## src/rtl/splash_overlay_seq_pkg.sv

```systemverilog
// Shared definitions for the splash overlay sequencer.
// FSM encoding, glyph code width and glyph cell geometry.
package splash_overlay_seq_pkg;

    localparam int unsigned CODE_W   = 6;
    localparam int unsigned COORD_W  = 12;
    localparam int unsigned EXT_W    = COORD_W + 1;
    localparam int unsigned BLOCK_SH = 4;
    localparam int unsigned CELL_W   = 8 << BLOCK_SH;
    localparam int unsigned CELL_H   = 8 << BLOCK_SH;

    typedef logic [1:0] state_t;

    localparam state_t ST_IDLE   = 2'd0;
    localparam state_t ST_REVEAL = 2'd1;
    localparam state_t ST_HOLD   = 2'd2;
    localparam state_t ST_BLINK  = 2'd3;

    // Block rows 0..5 are bars selected by code bits; columns 0 and 7 are margins.
    function automatic logic glyph_bit(
        input logic [CODE_W-1:0] code,
        input logic [2:0]        row,
        input logic [2:0]        col
    );
        logic lit;
        lit = 1'b0;
        if (row < 3'd6 && col != 3'd0 && col != 3'd7) begin
            lit = code[row];
        end
        return lit;
    endfunction

endpackage

```

## src/rtl/splash_overlay_seq_glyph_slot_render.sv

```systemverilog
// One large-glyph slot: pixel hit test against a 128x128 cell.
// Origin is fixed per instance; the code selects the bar pattern.
module glyph_slot_render
    import splash_overlay_seq_pkg::*;
#(
    parameter int unsigned ORG_X = 0,
    parameter int unsigned ORG_Y = 0
) (
    input  logic [COORD_W-1:0] x_i,
    input  logic [COORD_W-1:0] y_i,
    input  logic [CODE_W-1:0]  code_i,
    output logic               hit_o
);

    localparam logic [EXT_W-1:0] OX = EXT_W'(ORG_X);
    localparam logic [EXT_W-1:0] OY = EXT_W'(ORG_Y);

    logic [EXT_W-1:0] dx;
    logic [EXT_W-1:0] dy;
    logic             in_x;
    logic             in_y;

    // Cell-relative offset, bounds check and glyph block lookup.
    always_comb begin
        dx    = {1'b0, x_i} - OX;
        dy    = {1'b0, y_i} - OY;
        in_x  = ({1'b0, x_i} >= OX) && (dx < EXT_W'(CELL_W));
        in_y  = ({1'b0, y_i} >= OY) && (dy < EXT_W'(CELL_H));
        hit_o = in_x && in_y &&
                glyph_bit(code_i, dy[BLOCK_SH +: 3], dx[BLOCK_SH +: 3]);
    end

endmodule

```

## src/rtl/splash_overlay_seq.sv

```systemverilog
// Splash screen sequencer: reveals glyph slots, holds, optionally blinks.
// Define SPLASH_BLINK_EN to include the exit blink phase.
module splash_overlay_seq
    import splash_overlay_seq_pkg::*;
#(
    parameter int unsigned NUM_CHARS     = 7,
    parameter int unsigned ORIGIN_X      = 100,
    parameter int unsigned ORIGIN_Y      = 128,
    parameter int unsigned CHAR_PITCH    = 160,
    parameter int unsigned REVEAL_FRAMES = 4,
    parameter int unsigned HOLD_FRAMES   = 600,
    parameter int unsigned BLINK_FRAMES  = 30,
    parameter int unsigned BLINK_CYCLES  = 3
) (
    input  logic                        clk,
    input  logic                        reset,
    input  logic                        start,
    input  logic                        abort,
    input  logic [CODE_W*NUM_CHARS-1:0] char_codes,
    input  logic [COORD_W-1:0]          VGA_HORZ_COORD,
    input  logic [COORD_W-1:0]          VGA_VERT_COORD,
    output logic                        overlay_on,
    output logic                        busy,
    output logic                        done
);

    localparam int unsigned MAX_RH = (REVEAL_FRAMES > HOLD_FRAMES) ?
                                     REVEAL_FRAMES : HOLD_FRAMES;
`ifdef SPLASH_BLINK_EN
    localparam int unsigned MAX_F   = (BLINK_FRAMES > MAX_RH) ?
                                      BLINK_FRAMES : MAX_RH;
    localparam int unsigned TOGGLES = 2 * BLINK_CYCLES;
    localparam int unsigned TOG_W   = $clog2(TOGGLES + 1);
`else
    localparam int unsigned MAX_F   = MAX_RH;
`endif
    localparam int unsigned CNT_W = $clog2(MAX_F + 1);
    localparam int unsigned SH_W  = $clog2(NUM_CHARS + 1);
    localparam int unsigned CC_W  = CODE_W * NUM_CHARS;

    if (NUM_CHARS < 1 || NUM_CHARS > 16 || REVEAL_FRAMES < 1 ||
        HOLD_FRAMES < 1 || BLINK_FRAMES < 1 || BLINK_CYCLES < 1) begin : g_bad_cfg
        $error("splash_overlay_seq: parameter out of range");
    end

    state_t               state_q, state_d;
    logic [SH_W-1:0]      shown_q, shown_d;
    logic [CNT_W-1:0]     cnt_q, cnt_d;
    logic [CC_W-1:0]      codes_q, codes_d;
    logic                 done_q, done_d;
    logic                 ovl_q, ovl_d;
    logic                 zero_q;
    logic                 at_zero;
    logic                 tick;
    logic                 vis_on;
    logic [NUM_CHARS-1:0] hit;
    logic [NUM_CHARS-1:0] slot_vis;
`ifdef SPLASH_BLINK_EN
    logic                 vis_q, vis_d;
    logic [TOG_W-1:0]     tog_q, tog_d;

    assign vis_on = vis_q;
`else
    assign vis_on = 1'b1;
`endif

    assign at_zero = (VGA_HORZ_COORD == '0) && (VGA_VERT_COORD == '0);
    assign tick    = at_zero && !zero_q;

    for (genvar i = 0; i < NUM_CHARS; i++) begin : g_slot
        glyph_slot_render #(
            .ORG_X (ORIGIN_X + i * CHAR_PITCH),
            .ORG_Y (ORIGIN_Y)
        ) u_slot (
            .x_i    (VGA_HORZ_COORD),
            .y_i    (VGA_VERT_COORD),
            .code_i (codes_q[CODE_W*i +: CODE_W]),
            .hit_o  (hit[i])
        );
        assign slot_vis[i] = (shown_q > SH_W'(i)) && vis_on;
    end

    // Sequencer next state; counters only move on a frame tick.
    always_comb begin
        state_d = state_q;
        shown_d = shown_q;
        cnt_d   = cnt_q;
        codes_d = codes_q;
        done_d  = 1'b0;
`ifdef SPLASH_BLINK_EN
        vis_d   = vis_q;
        tog_d   = tog_q;
`endif
        if (abort) begin
            state_d = ST_IDLE;
            shown_d = '0;
            cnt_d   = '0;
        end else begin
            unique case (state_q)
                ST_IDLE: begin
                    if (start) begin
                        codes_d = char_codes;
                        cnt_d   = '0;
                        shown_d = SH_W'(1);
                        state_d = ST_REVEAL;
`ifdef SPLASH_BLINK_EN
                        vis_d   = 1'b1;
                        tog_d   = '0;
`endif
                    end
                end
                ST_REVEAL: begin
                    if (tick) begin
                        if (cnt_q == CNT_W'(REVEAL_FRAMES - 1)) begin
                            cnt_d = '0;
                            if (shown_q == SH_W'(NUM_CHARS)) begin
                                state_d = ST_HOLD;
                            end else begin
                                shown_d = shown_q + 1'b1;
                            end
                        end else begin
                            cnt_d = cnt_q + 1'b1;
                        end
                    end
                end
                ST_HOLD: begin
                    if (tick) begin
                        if (cnt_q == CNT_W'(HOLD_FRAMES - 1)) begin
                            cnt_d = '0;
`ifdef SPLASH_BLINK_EN
                            state_d = ST_BLINK;
                            vis_d   = 1'b0;
                            tog_d   = '0;
`else
                            state_d = ST_IDLE;
                            shown_d = '0;
                            done_d  = 1'b1;
`endif
                        end else begin
                            cnt_d = cnt_q + 1'b1;
                        end
                    end
                end
`ifdef SPLASH_BLINK_EN
                ST_BLINK: begin
                    if (tick) begin
                        if (cnt_q == CNT_W'(BLINK_FRAMES - 1)) begin
                            cnt_d = '0;
                            vis_d = ~vis_q;
                            if (tog_q == TOG_W'(TOGGLES - 1)) begin
                                state_d = ST_IDLE;
                                shown_d = '0;
                                done_d  = 1'b1;
                                vis_d   = 1'b1;
                                tog_d   = '0;
                            end else begin
                                tog_d = tog_q + 1'b1;
                            end
                        end else begin
                            cnt_d = cnt_q + 1'b1;
                        end
                    end
                end
`endif
                default: state_d = ST_IDLE;
            endcase
        end
        ovl_d = (state_d != ST_IDLE) && |(hit & slot_vis);
    end

    // State, counters, latched codes and registered outputs.
    always_ff @(posedge clk or posedge reset) begin
        if (reset) begin
            state_q <= ST_IDLE;
            shown_q <= '0;
            cnt_q   <= '0;
            codes_q <= '0;
            done_q  <= 1'b0;
            ovl_q   <= 1'b0;
            zero_q  <= 1'b0;
`ifdef SPLASH_BLINK_EN
            vis_q   <= 1'b0;
            tog_q   <= '0;
`endif
        end else begin
            state_q <= state_d;
            shown_q <= shown_d;
            cnt_q   <= cnt_d;
            codes_q <= codes_d;
            done_q  <= done_d;
            ovl_q   <= ovl_d;
            zero_q  <= at_zero;
`ifdef SPLASH_BLINK_EN
            vis_q   <= vis_d;
            tog_q   <= tog_d;
`endif
        end
    end

    assign busy       = (state_q != ST_IDLE);
    assign done       = done_q;
    assign overlay_on = ovl_q;

endmodule

```

## config.mk

```make
export PLATFORM = sky130hd
export DESIGN_NAME = splash_overlay_seq
export DESIGN_NICKNAME = d
export VERILOG_FILES = /design/src/rtl/splash_overlay_seq_pkg.sv /design/src/rtl/splash_overlay_seq_glyph_slot_render.sv /design/src/rtl/splash_overlay_seq.sv
export SDC_FILE = /design/constraint.sdc
export NUM_CORES = 1
export LEC_CHECK = 0
export ABC_AREA = 1
export BUFFER_PORTS_ARGS = -buffer_cell sky130_fd_sc_hd__buf_4
export CORE_MARGIN = 4
export CORE_UTILIZATION = 45
export DETAILED_ROUTE_END_ITERATION = 7
export GPL_ROUTABILITY_DRIVEN = 0
export MAX_ROUTING_LAYER = met4
export PLACE_DENSITY = 0.64
export SLEW_MARGIN = 15
export SYNTH_ARGS = -nofsm -noshare
export SYNTH_HDL_FRONTEND = slang
export SYNTH_SLANG_ARGS = --single-unit
```

## constraint.sdc

```tcl
create_clock -name clk -period 3.8 [get_ports clk]
set_input_delay 0.95 -clock clk [delete_from_list [all_inputs] [get_ports clk]]
set_output_delay 0.95 -clock clk [all_outputs]
set_load 0.005 [all_outputs]
```

==> results by stage <==
Outcome:
- The flow ran to the end, and the final reports show no timing, DRC or antenna violations.

Global route:
- The via count of the first global-routing pass is 3723.
- The largest net degree at the start of global routing is 34.
- The number of antenna violations at the first check in global routing is 0.
- For this run the aggregate overflow at the end of global routing stands at 0.
- In the global route stage, overall resource usage came out at 20.46%.
- The first global-routing pass estimated 17780 µm of wire.

Finish:
- After the flow finishes, the layout carries non-filler instances totaling 738.
- Relative to the synthesized area, the layout overhead comes to 19.05%.
- In the layout the commonest cells are 124 x sky130_fd_sc_hd__nand2_1, 84 x sky130_fd_sc_hd__nor2_1, 74 x sky130_fd_sc_hd__buf_4, 60 x sky130_fd_sc_hd__dfrtp_1, 57 x sky130_fd_sc_hd__nand3_1.
- The net count of the finished layout is 706.
- The post-route cell area is 4974 µm².
- Leaving out fill and tap cells, the most frequent cell in the layout is sky130_fd_sc_hd__nand2_1.
- The ratio of cells with drive above 1 in the final layout is 24.60%.
- The number of diodes added for antenna fixing is 0.

Logic synthesis:
- The top cell type's share of synthesized area is 35.94%.
- After synthesis the cells add up to 4178 µm².
- Counting flops with a built-in enable in the synthesized netlist gives 0.
- The number of register bits inferred by synthesis is 60.
- After synthesis, the share of flip-flops with an asynchronous set or reset is 100.0%.
- Summed over all instances, the cell type with the most area after synthesis is sky130_fd_sc_hd__dfrtp_1.
- The post-synthesis net count is 638.
- Sequential elements use 35.94% of the synthesized area.
- The cell count after synthesis is 557.
- In the synthesized netlist the dominant register cell turns out to be sky130_fd_sc_hd__dfrtp_1.
- For this run, the number of Yosys warnings is 0.
- In this run, distinct cell masters in the synthesized netlist total 38.
- After synthesis, the cell types taking the most area are sky130_fd_sc_hd__dfrtp_1 36%, sky130_fd_sc_hd__nand2_1 11%, sky130_fd_sc_hd__mux2_2 10%.
- The post-synthesis area per instance is 7.500 µm².

Setup path:
- In this run the worst setup path begins at VGA_VERT_COORD[4].
- The number of buffers and inverters on the critical path is 2.
- The most numerous cell on the critical path is sky130_fd_sc_hd__nor2_1.
- STA classifies the critical path endpoint as a flop.
- In this run the number of cells on the critical path is 12.
- The largest incremental delay on the critical path is 500 ps.
- The largest driver fanout on the critical path is 25.
- The number of cells traversed by the worst register-to-register path is 5.
- The required time of the worst setup path is 4030 ps.
- The largest delay contributor family on the critical path is simple AND/OR/NAND/NOR gates.
- STA puts the critical path data arrival time at 2750 ps.
- By startpoint and endpoint, the worst setup path is classified as input pin to flop.
- The worst setup path is launched from an input pin.
- On the critical path, the stage with the largest delay is an instance of sky130_fd_sc_hd__clkinv_1.
- In this run the critical register-to-register path is launched from state_q[0]$_DFF_PP0_.
- Walking the worst path, the cells encountered are buf_4 -> clkinv_1 -> nor2_1 -> o21ai_0 -> nor2_1 -> nor2_1 -> nand3_1 -> nand2_1 -> nor2_1 -> nand3_1 -> nand2_1 -> a21oi_1.

Placed design:
- The post-placement cell area is 4751 µm².
- The setup slack at placement is 917.0 ps.
- After legalization and detailed placement, the total HPWL measured 8183 µm.
- Including well taps, the total number of placed cells is 722.
- The number of buffers added on ports is 72.

Floorplan:
- The number of top-level pins is 73.
- The core box area is 8891 µm².
- For this configuration, the core starts out at a cell density of 46.99%.
- The die boundary height is 104.4 µm.
- Measured along the x axis, the die boundary spans 104.4 µm.
- The floorplan has 34 rows.
- The die covers 10890 µm².

Detailed routing:
- The final layout contains routed wiring with a total length of 10740 µm.
- In this run the remaining antenna-violating nets after routing total 0.
- After detailed routing, the average wire length per cell comes to 14.55 µm.
- The first routing iteration left 233 violations.
- The first detailed-routing pass ran for 5 iterations.
- Detailed routing inserted a total of 3901 vias.
- The DRC violation count after routing is 0.
- The via density per instance is 5.286.

Clock network:
- The later pin in the worst-skew pair is clocked with a latency of 340 ps.
- The number of buffers inserted to repair setup after CTS is 0.
- Once the clock tree was built, the resizer swapped 0 gates to a different size.
- The longest clock path from root to sink contains 2 buffers.
- TritonCTS built the clock tree.
- Clock tree synthesis selected as its root buffer the cell sky130_fd_sc_hd__clkbuf_8.
- The clock tree synthesis step divided the H-tree into 3 levels.
- The total of hold buffers inserted after clock tree synthesis is 0.
- Clock-pin slew was measured on the worst setup and hold paths at 80 ps.
- The total clock sinks is 60.
- Counting the buffers created by CTS gives 9.

STA:
- The max-slew violation count is 0.
- The clock arrives with 6.969 ps of skew.
- In the post-route analysis, the smallest setup slack over all paths is 1276 ps.
- The smallest clock period supported by the final layout is computed as 2524 ps.
- Setup repair after global routing left no endpoint under its margin.
- In the finished design, the share of the clock period the worst path needs comes to 66.43%.
- The number of endpoints failing setup at the final stage is 0.
- The headroom to the max-slew limit is 56.60%.
- At the pin with the least slew margin, the transition time is 650.3 ps.
- The final hold violation count is 0.
- The sum of negative setup slack is 0 ps.
- The worst slack on hold paths is 504.6 ps.
- The fmax is 396.1 MHz.

Flow run:
- Max-cap violations in this run came to 0.

Pwr:
- The maximum resistive drop on vdd is 0.2411 mV.
- The leakage power is 2.409 nW.
- The power density over the cells is 365.5 nW/µm².

Hold path:
- The kind of path behind the tightest hold check is flop to flop.
- The hold path depth is 1.
- The startpoint identified for the worst hold timing path is codes_q[27]$_DFFE_PP0P_.
## power by group
group,total [mW],switching (mW),internal [mW],leakage (nW)
registers,0.782,0.0500,0.732,0.738
logic,0.388,0.207,0.181,1.56
clock network,0.647,0.275,0.372,0.110
## synthesized netlist by cell type (2+ instances only)
cell type / n
sky130_fd_sc_hd__a21oi_1: 20
sky130_fd_sc_hd__nor2_2: 5
sky130_fd_sc_hd__o21ai_0: 35
sky130_fd_sc_hd__nand2_4: 3
sky130_fd_sc_hd__nor2_1: 84
sky130_fd_sc_hd__clkinv_1: 3
sky130_fd_sc_hd__nor4_1: 2
sky130_fd_sc_hd__nand2_2: 2
sky130_fd_sc_hd__buf_2: 7
sky130_fd_sc_hd__nand3_2: 2
sky130_fd_sc_hd__inv_1: 57
sky130_fd_sc_hd__nand2_1: 124
sky130_fd_sc_hd__a21oi_2: 3
sky130_fd_sc_hd__nand3b_1: 3
sky130_fd_sc_hd__nand4_1: 9
sky130_fd_sc_hd__buf_6: 4
sky130_fd_sc_hd__clkbuf_1: 4
sky130_fd_sc_hd__nand3_1: 58
sky130_fd_sc_hd__ha_1: 11
sky130_fd_sc_hd__nor2_8: 2
sky130_fd_sc_hd__nor2_4: 3
sky130_fd_sc_hd__nor3_1: 4
sky130_fd_sc_hd__dfrtp_1: 60
sky130_fd_sc_hd__mux2_2: 37
sky130_fd_sc_hd__xor2_1: 2
## cell type report
| type | instances | area [µm²] |
|---|---|---|
| multi-input cells | 418 | 2321 |
| repair buffers | 74 | 555.5 |
| inverters | 62 | 237.7 |
| clock inverters | 7 | 98.84 |
| clock buffers | 9 | 123.9 |
| fillers | 847 | 3918 |
| flip-flops and latches | 60 | 1501 |
| well taps | 108 | 135.1 |
## per-stage QoR
stage | utilization, % | total power, mW
finish | 55.94 | 1.818
global route | 55.94 | 1.921
CTS | 55.94 | 1.837
detailed placement | 53.43 | 1.182
global placement | 53.43 | 1.170
floorplan | - | 1.055
## state kept, by name, indices dropped and copies added, names as in the netlist
| register | cells |
|---|---|
| state_q | 2 |
| shown_q | 3 |
| done | 1 |
| codes_q | 42 |
| overlay_on | 1 |
| cnt_q | 10 |
| zero_q | 1 |
## worst reg2reg max path, stage by stage (launching register included)
cell and delay (ps):
sky130_fd_sc_hd__dfrtp_1 430, sky130_fd_sc_hd__inv_1 170, sky130_fd_sc_hd__ha_1 300, sky130_fd_sc_hd__nand3_2 540
sky130_fd_sc_hd__buf_4 470, sky130_fd_sc_hd__mux2_2 310
## kinds of logic (layout without fill, tap and decap cells)
| logic type | Yosys count | after routing | synth area share (%) |
|---|---|---|---|
| and+or+nand+nor | 306 | 306 | 33.57 |
| buffers and inverters | 79 | 152 | 8.625 |
| AOI/OAI and AO/OA | 62 | 62 | 8.177 |
| DFF | 60 | 60 | 35.94 |
| muxes | 37 | 37 | 9.973 |
| adders and majority gates | 11 | 11 | 3.294 |
| xor gates and xnor gates | 2 | 2 | 0.4194 |
## per-layer routing
layer  share of wire (%)  track usage (%)
met5                   0                -
met4                 2.2            7.502
met3                 5.9            3.786
met2                  44            28.87
met1                  48            29.16
## final timing paths
check | to | slack, ps
worst min-delay path | codes_q[27]$_DFFE_PP0P_ | 500
min in group asynchronous | cnt_q[6]$_DFFE_PP0P_ | 690
worst max-delay path | overlay_on$_DFF_PP0_ | 1280
worst min register to register | codes_q[27]$_DFFE_PP0P_ | 500
max in group asynchronous | codes_q[0]$_DFFE_PP0P_ | 2240
worst max register to register | codes_q[19]$_DFFE_PP0P_ | 1470
Power figures use the tool's default switching activity.
